[config.mk]
export PLATFORM = sky130hd
export DESIGN_NAME = lib_arb_wrr_lock
export DESIGN_NICKNAME = d
export VERILOG_FILES = /design/src/rtl/lib_arb_pkg.sv /design/src/rtl/lib_ppe_onehot.sv /design/src/rtl/lib_arb_wrr_lock.sv
export SDC_FILE = /design/constraint.sdc
export NUM_CORES = 1
export LEC_CHECK = 0
export ABC_AREA = 0
export CORE_ASPECT_RATIO = 0.75
export CORE_UTILIZATION = 35
export CTS_CLUSTER_SIZE = 12
export DETAILED_ROUTE_END_ITERATION = 6
export PLACE_DENSITY = 0.75
export SYNTH_ARGS = -nofsm -noshare
export SYNTH_HDL_FRONTEND = slang
export SYNTH_SLANG_ARGS = --single-unit
[constraint.sdc]
create_clock -name clk -period 1.7 [get_ports clk]
set_input_delay 0.17 -clock clk [delete_from_list [all_inputs] [get_ports clk]]
set_output_delay 0.17 -clock clk [all_outputs]
set_load 0.03 [all_outputs]
[src/rtl/lib_arb_pkg.sv]
// Shared types and helpers for the LIB arbiters; vectors are bit k = requester k, up to ARB_MAX_N requesters.
package lib_arb_pkg;

  localparam int unsigned ARB_MAX_N = 32;

  typedef enum logic {
    ARB_IDLE = 1'b0,
    ARB_BUSY = 1'b1
  } arb_state_e;

  function automatic logic [ARB_MAX_N-1:0] onehot_to_idx(input logic [ARB_MAX_N-1:0] v);
    logic [ARB_MAX_N-1:0] idx;
    idx = '0;
    for (int unsigned k = 0; k < ARB_MAX_N; k++) begin
      if (v[k]) idx = k;
    end
    return idx;
  endfunction

  // Rotate a one-hot vector up by one within the low n bits, wrapping bit n-1 to bit 0.
  function automatic logic [ARB_MAX_N-1:0] rotate_onehot(input logic [ARB_MAX_N-1:0] v,
                                                         input int unsigned n);
    logic [ARB_MAX_N-1:0] mask;
    mask = (32'd1 << n) - 32'd1;
    return ((v << 1) & mask) | ((v >> (n - 1)) & 32'd1);
  endfunction

  function automatic logic [ARB_MAX_N-1:0] clamp_weight(input logic [ARB_MAX_N-1:0] w);
    return (w == '0) ? 32'd1 : w;
  endfunction

endpackage

[src/rtl/lib_ppe_onehot.sv]
// Combinational programmable priority encoder: first request at or after the one-hot priority, wrapping.
module lib_ppe_onehot #(
  parameter int N = 4
) (
  input  logic [N-1:0] req,
  input  logic [N-1:0] prio,
  output logic [N-1:0] gnt
);

  logic [2*N-1:0] dbl_req;
  logic [2*N-1:0] dbl_gnt;

  // Subtracting the priority clears the lowest request at or above it; the doubled copy supplies the wrap carry.
  always_comb begin
    dbl_req = {req, req};
    dbl_gnt = dbl_req & ~(dbl_req - {{N{1'b0}}, prio});
    gnt     = dbl_gnt[N-1:0] | dbl_gnt[2*N-1:N];
  end

endmodule

[src/rtl/lib_arb_wrr_lock.sv]
// Weighted round-robin arbiter with packet lock; grant registered 1 cycle after request, held through i_ready=0 stalls.
// LIB_ARB_WRR_EN enables per-requester credit weights; otherwise plain round robin with packet lock.
module lib_arb_wrr_lock
  import lib_arb_pkg::*;
#(
  parameter int N        = 4,
  parameter int WEIGHT_W = 4,
  parameter int IDX_W    = $clog2(N)
) (
  input  logic                  clk,
  input  logic                  reset,
  input  logic [0:N-1]          i_request,
  input  logic [0:N-1]          i_last,
  input  logic [N*WEIGHT_W-1:0] i_weight,
  input  logic                  i_ready,
  output logic [0:N-1]          o_grant,
  output logic [IDX_W-1:0]      o_grant_idx,
  output logic                  o_valid,
  output logic                  o_locked
);

  arb_state_e   state;
  arb_state_e   state_nxt;
  logic [N-1:0] req_v;
  logic [N-1:0] last_v;
  logic [N-1:0] win;
  logic [N-1:0] ptr;
  logic [N-1:0] ptr_end;
  logic [N-1:0] ptr_skip;
  logic [N-1:0] grant_q;
  logic         locked_q;
  logic         valid;
  logic         xfer;
  logic         req_win;
  logic         last_win;
  logic         drop;
  logic         end_pkt;

  always_comb begin
    req_v  = '0;
    last_v = '0;
    for (int k = 0; k < N; k++) begin
      req_v[k]  = i_request[k];
      last_v[k] = i_last[k];
    end
  end

  lib_ppe_onehot #(.N(N)) u_ppe (
    .req  (req_v),
    .prio (ptr),
    .gnt  (win)
  );

  assign valid    = |grant_q;
  assign xfer     = valid & i_ready;
  assign req_win  = |(req_v & grant_q);
  assign last_win = |(last_v & grant_q);
  // A dropped request wins over a same-cycle transfer: the beat is not counted.
  assign drop     = (state == ARB_BUSY) && !req_win;
  assign end_pkt  = (state == ARB_BUSY) && !drop && xfer && last_win;
  assign ptr_skip = N'(rotate_onehot(32'(grant_q), N));

`ifdef LIB_ARB_WRR_EN
  logic [WEIGHT_W-1:0] credit;
  logic [WEIGHT_W-1:0] credit_dec;
  logic [WEIGHT_W-1:0] weight_sel;
  logic [N-1:0]        owner;
  logic                owner_vld;

  always_comb begin
    weight_sel = '0;
    for (int k = 0; k < N; k++) begin
      if (win[k]) weight_sel = i_weight[k*WEIGHT_W +: WEIGHT_W];
    end
  end

  assign credit_dec = (credit != '0) ? credit - WEIGHT_W'(1) : '0;
  // Keep priority on the winner while it still has credit left for another packet.
  assign ptr_end    = (credit_dec == '0) ? ptr_skip : grant_q;

  always_ff @(posedge clk or posedge reset) begin
    if (reset) begin
      credit    <= '0;
      owner     <= '0;
      owner_vld <= 1'b0;
    end else if (state == ARB_IDLE) begin
      if ((|req_v) && (!owner_vld || (owner != win))) begin
        credit    <= WEIGHT_W'(clamp_weight(32'(weight_sel)));
        owner     <= win;
        owner_vld <= 1'b1;
      end
    end else if (drop) begin
      credit    <= '0;
      owner_vld <= 1'b0;
    end else if (end_pkt) begin
      credit <= credit_dec;
      if (credit_dec == '0) owner_vld <= 1'b0;
    end
  end
`else
  logic unused_weight;
  assign unused_weight = ^i_weight;
  assign ptr_end       = ptr_skip;
`endif

  always_ff @(posedge clk or posedge reset) begin
    if (reset) state <= ARB_IDLE;
    else       state <= state_nxt;
  end

  always_comb begin
    state_nxt = state;
    case (state)
      ARB_IDLE: if (|req_v) state_nxt = ARB_BUSY;
      ARB_BUSY: if (drop || end_pkt) state_nxt = ARB_IDLE;
      default:  state_nxt = ARB_IDLE;
    endcase
  end

  always_ff @(posedge clk or posedge reset) begin
    if (reset) begin
      grant_q  <= '0;
      ptr      <= {{(N-1){1'b0}}, 1'b1};
      locked_q <= 1'b0;
    end else if (state == ARB_IDLE) begin
      if (|req_v) grant_q <= win;
    end else if (drop) begin
      grant_q  <= '0;
      locked_q <= 1'b0;
      ptr      <= ptr_skip;
    end else if (xfer) begin
      if (last_win) begin
        grant_q  <= '0;
        locked_q <= 1'b0;
        ptr      <= ptr_end;
      end else begin
        locked_q <= 1'b1;
      end
    end
  end

  always_comb begin
    o_grant = '0;
    for (int k = 0; k < N; k++) o_grant[k] = grant_q[k];
    o_valid     = valid;
    o_locked    = locked_q;
    o_grant_idx = valid ? IDX_W'(onehot_to_idx(32'(grant_q))) : '0;
  end

endmodule

==> results of run 1 <==
==> through the flow <==
stage	TNS, ns	hold WS, ns	std cells
final	-0.888	0.181	117
after global routing	-1.46	0.198	117
after CTS	-0.935	0.190	117
after detailed placement	-1.64	0.486	113
after global placement	-1.41	0.470	113
after floorplan	-1.89	0.00926	61
==> worst max-delay path, cell delays in order (launching register included) <==
cell	delay [ns]
dfrtp_2	0.41
or4_4	0.54
and3_4	0.20
a22oi_4	0.24
mux2_2	0.37
==> worst paths after layout <==
| check | depth (start not counted) | end | from | slack [ns] |
|---|---|---|---|---|
| min in group clk | 1 | o_locked$_DFFE_PP0P_ | o_locked$_DFFE_PP0P_ | 0.49 |
| hold reg to reg | 1 | o_locked$_DFFE_PP0P_ | o_locked$_DFFE_PP0P_ | 0.49 |
| setup reg to reg | 4 | ptr[0]$_DFFE_PP1P_ | grant_q[1]$_DFFE_PP0P_ | -0.14 |
| hold / removal | 2 | ptr[2]$_DFFE_PP0P_ | reset | 0.18 |
| setup / recovery | 4 | ptr[0]$_DFFE_PP1P_ | grant_q[1]$_DFFE_PP0P_ | -0.14 |
| max in group asynchronous | 2 | ptr[0]$_DFFE_PP1P_ | reset | 1.19 |
==> flip-flops by register name, indices dropped and copies added, names as in the netlist <==
signal    flops
grant_q       4
ptr           4
state         1
o_locked      1
==> cell families after synthesis <==
family	after synthesis	synth area share, %
buffers and inverters	6	3.27
AND/OR/NAND/NOR	14	12.5
adder cells (fa/ha/maj)	4	8.35
AO/OA/AOI/OAI	21	30.3
multiplexers	5	7.80
XOR/XNOR	1	1.27
flip-flops	10	36.5
==> power by group <==
group	total (mW)	internal (mW)	switching [mW]
sequential	0.434	0.357	0.0770
clock	0.175	0.0907	0.0838
combinational	1.42	0.701	0.720
==> per-layer routing <==
metal	routed length, um	GRT usage, %	vias to the layer above
met3	106	7.95	2
met5	0	0	-
met4	2	5.92	0
li1	-	-	307
met2	779	31.6	22
met1	783	23.5	312
==> cells in the mapped netlist <==
| master | n | share of area (%) |
|---|---|---|
| a21o_1 | 2 | 2.2 |
| nand2_1 | 2 | 1.1 |
| dfrtp_1 | 9 | 33 |
| o21a_1 | 2 | 2.2 |
| a21boi_0 | 1 | 1.1 |
| and2_2 | 1 | 1.1 |
| a22oi_4 | 1 | 3.1 |
| mux2_2 | 3 | 4.9 |
| a221oi_4 | 1 | 3.8 |
| a21o_2 | 1 | 1.3 |
| a22oi_1 | 2 | 2.2 |
| nor2b_1 | 1 | 0.91 |
| a221oi_2 | 1 | 2.2 |
| nor4_1 | 2 | 1.8 |
| o21ai_0 | 1 | 0.73 |
| nand2b_1 | 1 | 0.91 |
| nor2_1 | 3 | 1.6 |
| or2_2 | 2 | 1.8 |
| and3_4 | 1 | 1.6 |
| dfstp_2 | 1 | 3.8 |
| a32o_1 | 3 | 4.4 |
| a31o_2 | 1 | 1.3 |
| inv_1 | 6 | 3.3 |
| fa_1 | 1 | 2.9 |
| a21oi_1 | 1 | 0.73 |
| ha_1 | 3 | 5.4 |
| mux2i_1 | 2 | 2.9 |
| a211o_1 | 2 | 2.5 |
| or4_4 | 1 | 1.6 |
| xor2_1 | 1 | 1.3 |
| a22o_2 | 1 | 1.5 |
| a2111oi_0 | 1 | 1.3 |
==> area by class of cell <==
| class | count | area share, % |
|---|---|---|
| multi-input cells | 45 | 41.5 |
| well taps | 22 | 2.68 |
| repair buffers | 30 | 26.2 |
| inverters | 6 | 2.19 |
| clock buffers | 4 | 2.56 |
| flip-flops and latches | 10 | 24.8 |
==> what timing repair did <==
action / CTS / global route
resized for setup: 4 / 2
endpoints found under the hold margin: 0 / 0
endpoints found under the setup margin: 12 / 11
==> metrics, run 1 <==
syn nets=92; Slew Limit Fails=0; vias in the first global route=585; total grt overflow=0; maxcap violations=0; area of the multi-input gates=427 um^2; DR vias/cell=5.50; largest net degree at the start of global routing=11; post-layout util=57.4%; Hold WC Path Type=in2async; leak pwr=0.506 nW; Post-CTS Setup Repair Bufs=0; Slew Limit Headroom=69.0%; wire length per cell=14.3 um; Tmin final=1.84 ns; clock slew seen by the registers of the worst setup and hold paths=0.07 ns; Setup-failing EPs final=9; fraction of the cycle the final worst path needs=108%; # clock sinks=10; final std cell area, no fill=1030 um^2; htree depth=1; Yosys reg bits=10; Clock Tree Buf Depth=2; Cell variety after synth=32; status=finished with violations; Max rail drop VDD=0.00137 V; Core Area=1790 um^2; Vias=643; WP data required=1.89 ns; NumNets Final=127; post-synthesis sequential area ratio=36.5%; DRC=0; row cnt=13; register area=255 um^2; CP max FO=6; maximum clock frequency=543 MHz; Fin Clk Skew=0.00977 ns; Port Buf Inserts=18; first-pass GRT wire length=2.78 mm; initial antenna violation count=0; Pre-antenna DRT Iters=4; Tot Pwr=2.03 mW; GPL Wtd Cong=0.783; crit start category=flip-flop; Mean Syn Cell Area=11.3 um^2; final hold vios=0; Initial DRC Count=9; Post-DRT Antenna Nets=0; failing checks=negative setup slack; worst-skew pair later-pin latency=0.27 ns; die area=2150 um^2; Syn-to-layout area delta=49.0%; Syn. warnings=0; Critical Path Sink Type=flip-flop; Inserted Diodes=0; PnR worst setup slack=-0.141 ns; Layout fillers=163; arrival time worst endpoint=2.03 ns; Worst-Margin Slew=0.460 ns; hpwl dp=1.37 mm; die width=53.2 um; critical path class=reg2reg; TritonCTS Buffers=3; Synth Instances=61; layout cell share with drive strength beyond 1=35.8%; Root Driver=clkbuf_4; Ports=35; power density over the cells=1980 nW/um^2; most frequent cells in the layout=clkdlybuf4s50_1, buf_4, inv_1, dfrtp_1; CTS hold repair buffers=0; Cell Area, Synth=689 um^2; setup slack at placement=-0.250 ns; DP Area=998 um^2; CTS tree=yes; drt total wl=1.67 mm; die extent in y=40.4 um; GRT Overall Usage=19.4%; RSZ-0062 raised after global routing=true; most common cell after layout, fill and taps aside=clkdlybuf4s50_1; Initial Util=38.5%
No activity file was read; power rests on OpenSTA's default activity.
==> run 2: changes to the inputs <==
--- a/config.mk
+++ b/config.mk
@@ -11,6 +11,7 @@
 export CTS_CLUSTER_SIZE = 12
 export DETAILED_ROUTE_END_ITERATION = 6
 export PLACE_DENSITY = 0.75
+export SLEW_MARGIN = 0
 export SYNTH_ARGS = -nofsm -noshare
 export SYNTH_HDL_FRONTEND = slang
 export SYNTH_SLANG_ARGS = --single-unit
==> results of run 2 <==
Final layout, timing and power as in run 1 (identical DEF).
